--- src/rtl/dpe_pkg.sv ---
// Shared types and constants for the dot-product engine: FSM state encoding,
// address step sizes and the sign-extension helper used by the MAC.
package dpe_pkg;

  typedef enum logic [3:0] {
    S_IDLE,
    S_ISSUE_A,
    S_WAIT_A,
    S_ISSUE_B,
    S_WAIT_B,
    S_MUL,
    S_ACC,
    S_WR_LO,
    S_WAIT_LO,
    S_WR_HI,
    S_WAIT_HI,
    S_FIN
  } dpe_state_e;

  localparam logic [31:0] WORD_BYTES = 32'd4;
  localparam logic [31:0] RES_HI_OFS = 32'd4;

  function automatic logic [63:0] sext64(input logic [31:0] v);
    return {{32{v[31]}}, v};
  endfunction

endpackage

--- src/rtl/dot_product_engine_if.sv ---
// Request/response bus between the dot-product engine and axi_adapter:
// single-word read and write requests, each answered by a one-cycle response pulse.
interface dot_product_engine_if;
  logic        read_req;
  logic [31:0] read_addr;
  logic [31:0] read_data;
  logic        read_data_valid;
  logic        write_req;
  logic [31:0] write_addr;
  logic [31:0] write_data;
  logic        write_done;

  modport master (
    output read_req, read_addr, write_req, write_addr, write_data,
    input  read_data, read_data_valid, write_done
  );

  modport slave (
    input  read_req, read_addr, write_req, write_addr, write_data,
    output read_data, read_data_valid, write_done
  );
endinterface

--- src/rtl/dpe_mac.sv ---
// Registered signed 32x32 multiply followed by a 64-bit wrapping accumulate,
// kept in its own module so the multiplier maps cleanly onto DSP blocks.
module dpe_mac
  import dpe_pkg::*;
(
  input  logic        clk,
  input  logic        reset,
  input  logic        clr,
  input  logic        mul_en,
  input  logic        acc_en,
  input  logic [31:0] a,
  input  logic [31:0] b,
  output logic [63:0] acc
);

  logic [63:0] prod_q, prod_d;
  logic [63:0] acc_q, acc_d;

  always_comb begin
    prod_d = prod_q;
    acc_d  = acc_q;
    // Low 64 bits of the product of sign-extended operands equal the signed product.
    if (mul_en) begin
      prod_d = sext64(a) * sext64(b);
    end
    if (clr) begin
      acc_d = '0;
    end else if (acc_en) begin
      acc_d = acc_q + prod_q;
    end
  end

  always_ff @(posedge clk or posedge reset) begin
    if (reset) begin
      prod_q <= '0;
      acc_q  <= '0;
    end else begin
      prod_q <= prod_d;
      acc_q  <= acc_d;
    end
  end

  assign acc = acc_q;

endmodule

--- src/rtl/dot_product_engine.sv ---
// Sequencer that fetches A[i] and B[i] one word at a time through the adapter,
// accumulates their signed products and writes the 64-bit sum back as two words.
module dot_product_engine
  import dpe_pkg::*;
#(
  parameter int LEN_W = 16,
  parameter int ACC_W = 64
) (
  input  logic             clk,
  input  logic             reset,
  input  logic             start,
  input  logic [31:0]      a_base,
  input  logic [31:0]      b_base,
  input  logic [31:0]      res_addr,
  input  logic [LEN_W-1:0] vec_len,
  output logic             busy,
  output logic             done,
  output logic [ACC_W-1:0] result,
  dot_product_engine_if.master adp
);

  dpe_state_e       state_q, state_d;
  logic [31:0]      pa_q, pa_d;
  logic [31:0]      pb_q, pb_d;
  logic [31:0]      res_addr_q, res_addr_d;
  logic [LEN_W-1:0] cnt_q, cnt_d;
  logic [31:0]      opa_q, opa_d;
  logic [31:0]      opb_q, opb_d;
  logic             busy_q, busy_d;
  logic             done_q, done_d;
  logic [ACC_W-1:0] result_q, result_d;
  logic             read_req_q, read_req_d;
  logic [31:0]      read_addr_q, read_addr_d;
  logic             write_req_q, write_req_d;
  logic [31:0]      write_addr_q, write_addr_d;
  logic [31:0]      write_data_q, write_data_d;

  logic             mac_clr, mul_en, acc_en;
  logic [63:0]      acc;

  dpe_mac u_mac (
    .clk    (clk),
    .reset  (reset),
    .clr    (mac_clr),
    .mul_en (mul_en),
    .acc_en (acc_en),
    .a      (opa_q),
    .b      (opb_q),
    .acc    (acc)
  );

  always_comb begin
    state_d      = state_q;
    pa_d         = pa_q;
    pb_d         = pb_q;
    res_addr_d   = res_addr_q;
    cnt_d        = cnt_q;
    opa_d        = opa_q;
    opb_d        = opb_q;
    busy_d       = busy_q;
    done_d       = 1'b0;
    result_d     = result_q;
    read_req_d   = 1'b0;
    read_addr_d  = read_addr_q;
    write_req_d  = 1'b0;
    write_addr_d = write_addr_q;
    write_data_d = write_data_q;
    mac_clr      = 1'b0;
    mul_en       = 1'b0;
    acc_en       = 1'b0;

    case (state_q)
      S_IDLE: begin
        if (start) begin
          pa_d       = a_base;
          pb_d       = b_base;
          res_addr_d = res_addr;
          cnt_d      = vec_len;
          busy_d     = 1'b1;
          mac_clr    = 1'b1;
          state_d    = (vec_len != '0) ? S_ISSUE_A : S_WR_LO;
        end
      end
      S_ISSUE_A: begin
        read_req_d  = 1'b1;
        read_addr_d = pa_q;
        state_d     = S_WAIT_A;
      end
      S_WAIT_A: begin
        if (adp.read_data_valid) begin
          opa_d   = adp.read_data;
          state_d = S_ISSUE_B;
        end
      end
      S_ISSUE_B: begin
        read_req_d  = 1'b1;
        read_addr_d = pb_q;
        state_d     = S_WAIT_B;
      end
      S_WAIT_B: begin
        if (adp.read_data_valid) begin
          opb_d   = adp.read_data;
          state_d = S_MUL;
        end
      end
      S_MUL: begin
        mul_en  = 1'b1;
        state_d = S_ACC;
      end
      S_ACC: begin
        // The product registered in MUL is folded in here, so WR_LO sees the final sum.
        acc_en  = 1'b1;
        pa_d    = pa_q + WORD_BYTES;
        pb_d    = pb_q + WORD_BYTES;
        cnt_d   = cnt_q - LEN_W'(1);
        state_d = (cnt_q == LEN_W'(1)) ? S_WR_LO : S_ISSUE_A;
      end
      S_WR_LO: begin
        write_req_d  = 1'b1;
        write_addr_d = res_addr_q;
        write_data_d = acc[31:0];
        state_d      = S_WAIT_LO;
      end
      S_WAIT_LO: begin
        if (adp.write_done) begin
          state_d = S_WR_HI;
        end
      end
      S_WR_HI: begin
        write_req_d  = 1'b1;
        write_addr_d = res_addr_q + RES_HI_OFS;
        write_data_d = acc[63:32];
        state_d      = S_WAIT_HI;
      end
      S_WAIT_HI: begin
        if (adp.write_done) begin
          state_d = S_FIN;
        end
      end
      S_FIN: begin
        result_d = acc;
        done_d   = 1'b1;
        busy_d   = 1'b0;
        state_d  = S_IDLE;
      end
      default: begin
        state_d = S_IDLE;
      end
    endcase
  end

  always_ff @(posedge clk or posedge reset) begin
    if (reset) begin
      state_q      <= S_IDLE;
      pa_q         <= '0;
      pb_q         <= '0;
      res_addr_q   <= '0;
      cnt_q        <= '0;
      opa_q        <= '0;
      opb_q        <= '0;
      busy_q       <= 1'b0;
      done_q       <= 1'b0;
      result_q     <= '0;
      read_req_q   <= 1'b0;
      read_addr_q  <= '0;
      write_req_q  <= 1'b0;
      write_addr_q <= '0;
      write_data_q <= '0;
    end else begin
      state_q      <= state_d;
      pa_q         <= pa_d;
      pb_q         <= pb_d;
      res_addr_q   <= res_addr_d;
      cnt_q        <= cnt_d;
      opa_q        <= opa_d;
      opb_q        <= opb_d;
      busy_q       <= busy_d;
      done_q       <= done_d;
      result_q     <= result_d;
      read_req_q   <= read_req_d;
      read_addr_q  <= read_addr_d;
      write_req_q  <= write_req_d;
      write_addr_q <= write_addr_d;
      write_data_q <= write_data_d;
    end
  end

  assign busy           = busy_q;
  assign done           = done_q;
  assign result         = result_q;
  assign adp.read_req   = read_req_q;
  assign adp.read_addr  = read_addr_q;
  assign adp.write_req  = write_req_q;
  assign adp.write_addr = write_addr_q;
  assign adp.write_data = write_data_q;

endmodule

--- src/flat_wrapper.sv ---
// flat-port wrapper written by rule: the top's interface ports become plain ports
module dot_product_engine_flat import dpe_pkg::*;
#(
  parameter int LEN_W = 16,
  parameter int ACC_W = 64
)
  (clk, reset, start, a_base, b_base, res_addr, vec_len, busy, done, result, adp_read_req, adp_read_addr, adp_write_req, adp_write_addr, adp_write_data, adp_read_data, adp_read_data_valid, adp_write_done);
  dot_product_engine_if adp_i ();
  input  logic clk;
  input  logic reset;
  input  logic start;
  input  logic [31:0] a_base;
  input  logic [31:0] b_base;
  input  logic [31:0] res_addr;
  input  logic [LEN_W-1:0] vec_len;
  output logic busy;
  output logic done;
  output logic [ACC_W-1:0] result;
  output wire logic [$bits(adp_i.read_req)-1:0] adp_read_req;
  output wire logic [$bits(adp_i.read_addr)-1:0] adp_read_addr;
  output wire logic [$bits(adp_i.write_req)-1:0] adp_write_req;
  output wire logic [$bits(adp_i.write_addr)-1:0] adp_write_addr;
  output wire logic [$bits(adp_i.write_data)-1:0] adp_write_data;
  input wire logic [$bits(adp_i.read_data)-1:0] adp_read_data;
  input wire logic [$bits(adp_i.read_data_valid)-1:0] adp_read_data_valid;
  input wire logic [$bits(adp_i.write_done)-1:0] adp_write_done;
  assign adp_read_req = adp_i.read_req;
  assign adp_read_addr = adp_i.read_addr;
  assign adp_write_req = adp_i.write_req;
  assign adp_write_addr = adp_i.write_addr;
  assign adp_write_data = adp_i.write_data;
  assign adp_i.read_data = adp_read_data;
  assign adp_i.read_data_valid = adp_read_data_valid;
  assign adp_i.write_done = adp_write_done;
  dot_product_engine #(.LEN_W(LEN_W), .ACC_W(ACC_W)) u_core (.clk(clk), .reset(reset), .start(start), .a_base(a_base), .b_base(b_base), .res_addr(res_addr), .vec_len(vec_len), .busy(busy), .done(done), .result(result), .adp(adp_i));
endmodule
--- config.mk ---
export PLATFORM = sky130hd
export DESIGN_NAME = dot_product_engine_flat
export DESIGN_NICKNAME = d
export VERILOG_FILES = /design/src/rtl/dpe_pkg.sv /design/src/rtl/dot_product_engine_if.sv /design/src/rtl/dpe_mac.sv /design/src/rtl/dot_product_engine.sv /design/src/flat_wrapper.sv
export SDC_FILE = /design/constraint.sdc
export NUM_CORES = 2
export LEC_CHECK = 0
export BUFFER_PORTS_ARGS = -buffer_cell sky130_fd_sc_hd__buf_2
export CAP_MARGIN = 20
export CORE_MARGIN = 5
export CORE_UTILIZATION = 55
export CTS_BUF_LIST = sky130_fd_sc_hd__clkbuf_4
export CTS_CLUSTER_DIAMETER = 120
export DETAILED_ROUTE_END_ITERATION = 8
export GPL_ROUTABILITY_DRIVEN = 0
export MAX_ROUTING_LAYER = met4
export PLACE_DENSITY = 0.73
export SLEW_MARGIN = 5
export SYNTH_ARGS = -nofsm -noshare
export SYNTH_HDL_FRONTEND = slang
export SYNTH_SLANG_ARGS = --single-unit
--- constraint.sdc ---
create_clock -name clk -period 26.4 [get_ports clk]
set_input_delay 1.32 -clock clk [delete_from_list [all_inputs] [get_ports clk]]
set_output_delay 1.32 -clock clk [all_outputs]
set_load 0.1 [all_outputs]
==> flow_metrics.py <==
metrics = {
    "floorplanning": {
        "die_w_um": 338,
        "ios": 313,
        "fp.coreArea_sq_mm": 0.107,
        "start_util_pct": 55.4,
        "die_area_sq_mm": 0.114,
        "row_count": 120,
        "fp.dieH_um": 338,
    },
    "timing": {
        "rsz0062_at_grt": "false",
        "setup_viol": 0,
        "post-route-period-util_pct": 35.5,
        "final-hold-violation-count": 0,
        "max_slew_margin_pct": 25.9,
        "slew_viol_final": 0,
        "min_period_ns": 9.38,
        "worst_slew_pin_slew_ns": 1.11,
        "setup_tns_ns": 0,
        "max_freq_mhz": 107,
        "skew_ns": 0.113,
    },
    "grt": {
        "antenna_found_initial": 3,
        "overflow": 0,
        "grt_pass1_wl_um": 261000,
        "grt_pass1_vias": 48506,
        "grt_max_degree": 88,
        "track_usage_pct": 29.0,
    },
    "route": {
        "drc": 0,
        "viasPerCell": 5.62,
        "dr.pass1.iters": 6,
        "postRouteAntennaNets": 0,
        "drt_wl_total_um": 158000,
        "drt_iter0_markers": 3283,
        "num_vias": 45073,
        "wire_per_inst_um": 19.7,
    },
    "clock_network": {
        "cts-resized-gates": 0,
        "h-tree-depth": 4,
        "cts_setup_buffers": 0,
        "cts_buffers": 136,
        "clock_sinks": 472,
        "clk_latency_ns": 1.04,
        "cts_max_path_buffers": 3,
        "cts_tree": "built",
        "ctsHoldBuffers": 0,
        "cts_root_buf": "clkbuf_4",
        "clk_pin_slew_ns": 0.08,
    },
    "synth": {
        "yosysWarnings": 0,
        "yosys_register_bits": 472,
        "avgSynthCellArea_sq_um": 9.36,
        "yosysSeqAreaShare_pct": 19.9,
        "ys.flop_type": "dfrtp_1",
        "postSynth.asyncResetShare_pct": 100,
        "synth_area_sq_mm": 0.0593,
        "synth_cell_types": 91,
        "synth_nets": 7814,
        "synth_cells": 6330,
        "synth_edf_count": 0,
    },
    "worst_setup_path": {
        "cp.arrival_ns": 10.24,
        "required_ns": 27.26,
        "r2r_start": "u_core.opa_q[31]",
        "worstRegToRegCells": 27,
        "critical_path_class": "reg -> reg",
        "startpoint_type": "flip-flop",
        "cp-startpoint": "u_core.opa_q[31]",
        "worstPathMaxFanout": 33,
        "worstSetupEndpointType": "flip-flop",
    },
    "run": {
        "max_cap_violations": 0,
    },
    "worst_hold_path": {
        "hold_path_class": "in -> async",
    },
    "layout": {
        "drive_gt1_share_pct": 10.9,
        "area_delta_synth_final_pct": 7.60,
        "fin_nets": 8009,
    },
    "outcome": {
        "status": "complete, no violations",
    },
    "placed_design": {
        "portBuffers": 312,
        "dp_hpwl_um": 123000,
    },
}
-- critical path: stages, from the launching register on --
cell and delay, ns:
dfrtp_1 1.06, nand2_1 0.31, inv_1 0.16, fa_1 0.39, inv_1 0.25, fa_1 0.50, fa_1 0.56, inv_1 0.08
fa_1 1.07, inv_1 0.22, fa_1 0.54, inv_1 0.06, fa_1 0.44, fa_1 0.51, inv_1 0.05, fa_1 0.49
inv_1 0.04, ha_1 0.37, a21o_1 0.21, a21o_1 0.17, a21oi_1 0.13, o21ai_1 0.10, a221o_1 0.36, o41ai_4 0.44
o21ai_1 0.17, o21a_1 0.20, o21a_1 0.17, o31ai_1 0.18
-- cell usage after synthesis, types with 72 or more instances --
cell type / n / area share, %
ha_1: 252 / 5.3
fa_1: 1083 / 37
clkbuf_1: 309 / 2.0
nand2_1: 1104 / 7.0
a21oi_1: 188 / 1.6
and2_1: 528 / 5.6
xnor2_1: 72 / 1.1
dfrtp_1: 472 / 20
a21o_1: 76 / 0.96
inv_1: 1034 / 6.5
nand3_1: 91 / 0.77
nor2_1: 176 / 1.1
xor2_1: 77 / 1.1
o21ai_0: 249 / 2.1
-- metal layers --
layer	part of all wire [%]	vias to the layer above	GRT usage, %
li1	-	20045	-
met1	41	22759	37.3
met2	48	1889	46.6
met3	8.1	380	5.76
met4	3.7	0	9.91
met5	0	-	-
-- layout make-up --
cell class                 instances  area (sq um)
antenna                            5          12.5
clock buffer                     182          1370
clock inverter                    48           305
fill                            9285         43300
inverter                        1036          3900
multi-input combinational       4483         42300
sequential                       472         11800
tap                             1403          1760
timing repair buffer             396          2270
-- path summary, 6_finish.rpt --
check	endpoint	slack [ns]
max	u_core.u_mac.prod_q[61]	17.02
max reg2reg	u_core.u_mac.prod_q[61]	17.02
max in group asynchronous	u_core.u_mac.prod_q[51]	22.85
min reg2reg	u_core.adp.write_addr[0]	0.47
min	u_core.opa_q[3]	0.31
min in group clk	u_core.adp.write_addr[0]	0.47
-- cell families after synthesis --
logic type                 after synthesis  share of synthesized area (%)
adders and majority gates             1335                           41.9
AOI/OAI and AO/OA                      766                           8.17
buffers and inverters                 1375                           8.73
DFF                                    472                           19.9
xor gates and xnor gates               149                           2.20
and+or+nand+nor                       2099                           16.7
muxes                                  134                           2.40
-- cells in the final DEF (no fill, tap or decap), types with 77 or more instances in the layout --
cell | Yosys | final
a21oi_1 | 188 | 188
and2_1 | 528 | 528
buf_2 | 6 | 312
buf_4 | 1 | 78
clkbuf_4 | 0 | 182
dfrtp_1 | 472 | 471
fa_1 | 1083 | 1083
ha_1 | 252 | 252
inv_1 | 1034 | 1033
nand2_1 | 1104 | 1102
nand3_1 | 91 | 88
nor2_1 | 176 | 175
o21ai_0 | 249 | 249
xor2_1 | 77 | 77
-- metrics by stage --
step | hold slack [ns] | setup slack [ns] | area (sq um) | utilization [%] | instances
finish | 0.310 | 17.02 | 63800 | 59.6 | 8025
global route | 0.407 | 16.43 | 63800 | 59.6 | 8022
CTS | 0.273 | 17.03 | 63700 | 59.5 | 8015
detailed placement | 0.455 | 17.12 | 62000 | 57.9 | 7785
global placement | 0.444 | 17.23 | 62000 | 57.9 | 7784
floorplan | 0.439 | 11.91 | 59300 | - | 6330
Power is not shown: default switching activity piles up to over one toggle a cycle in this logic, so the estimate is an artifact.
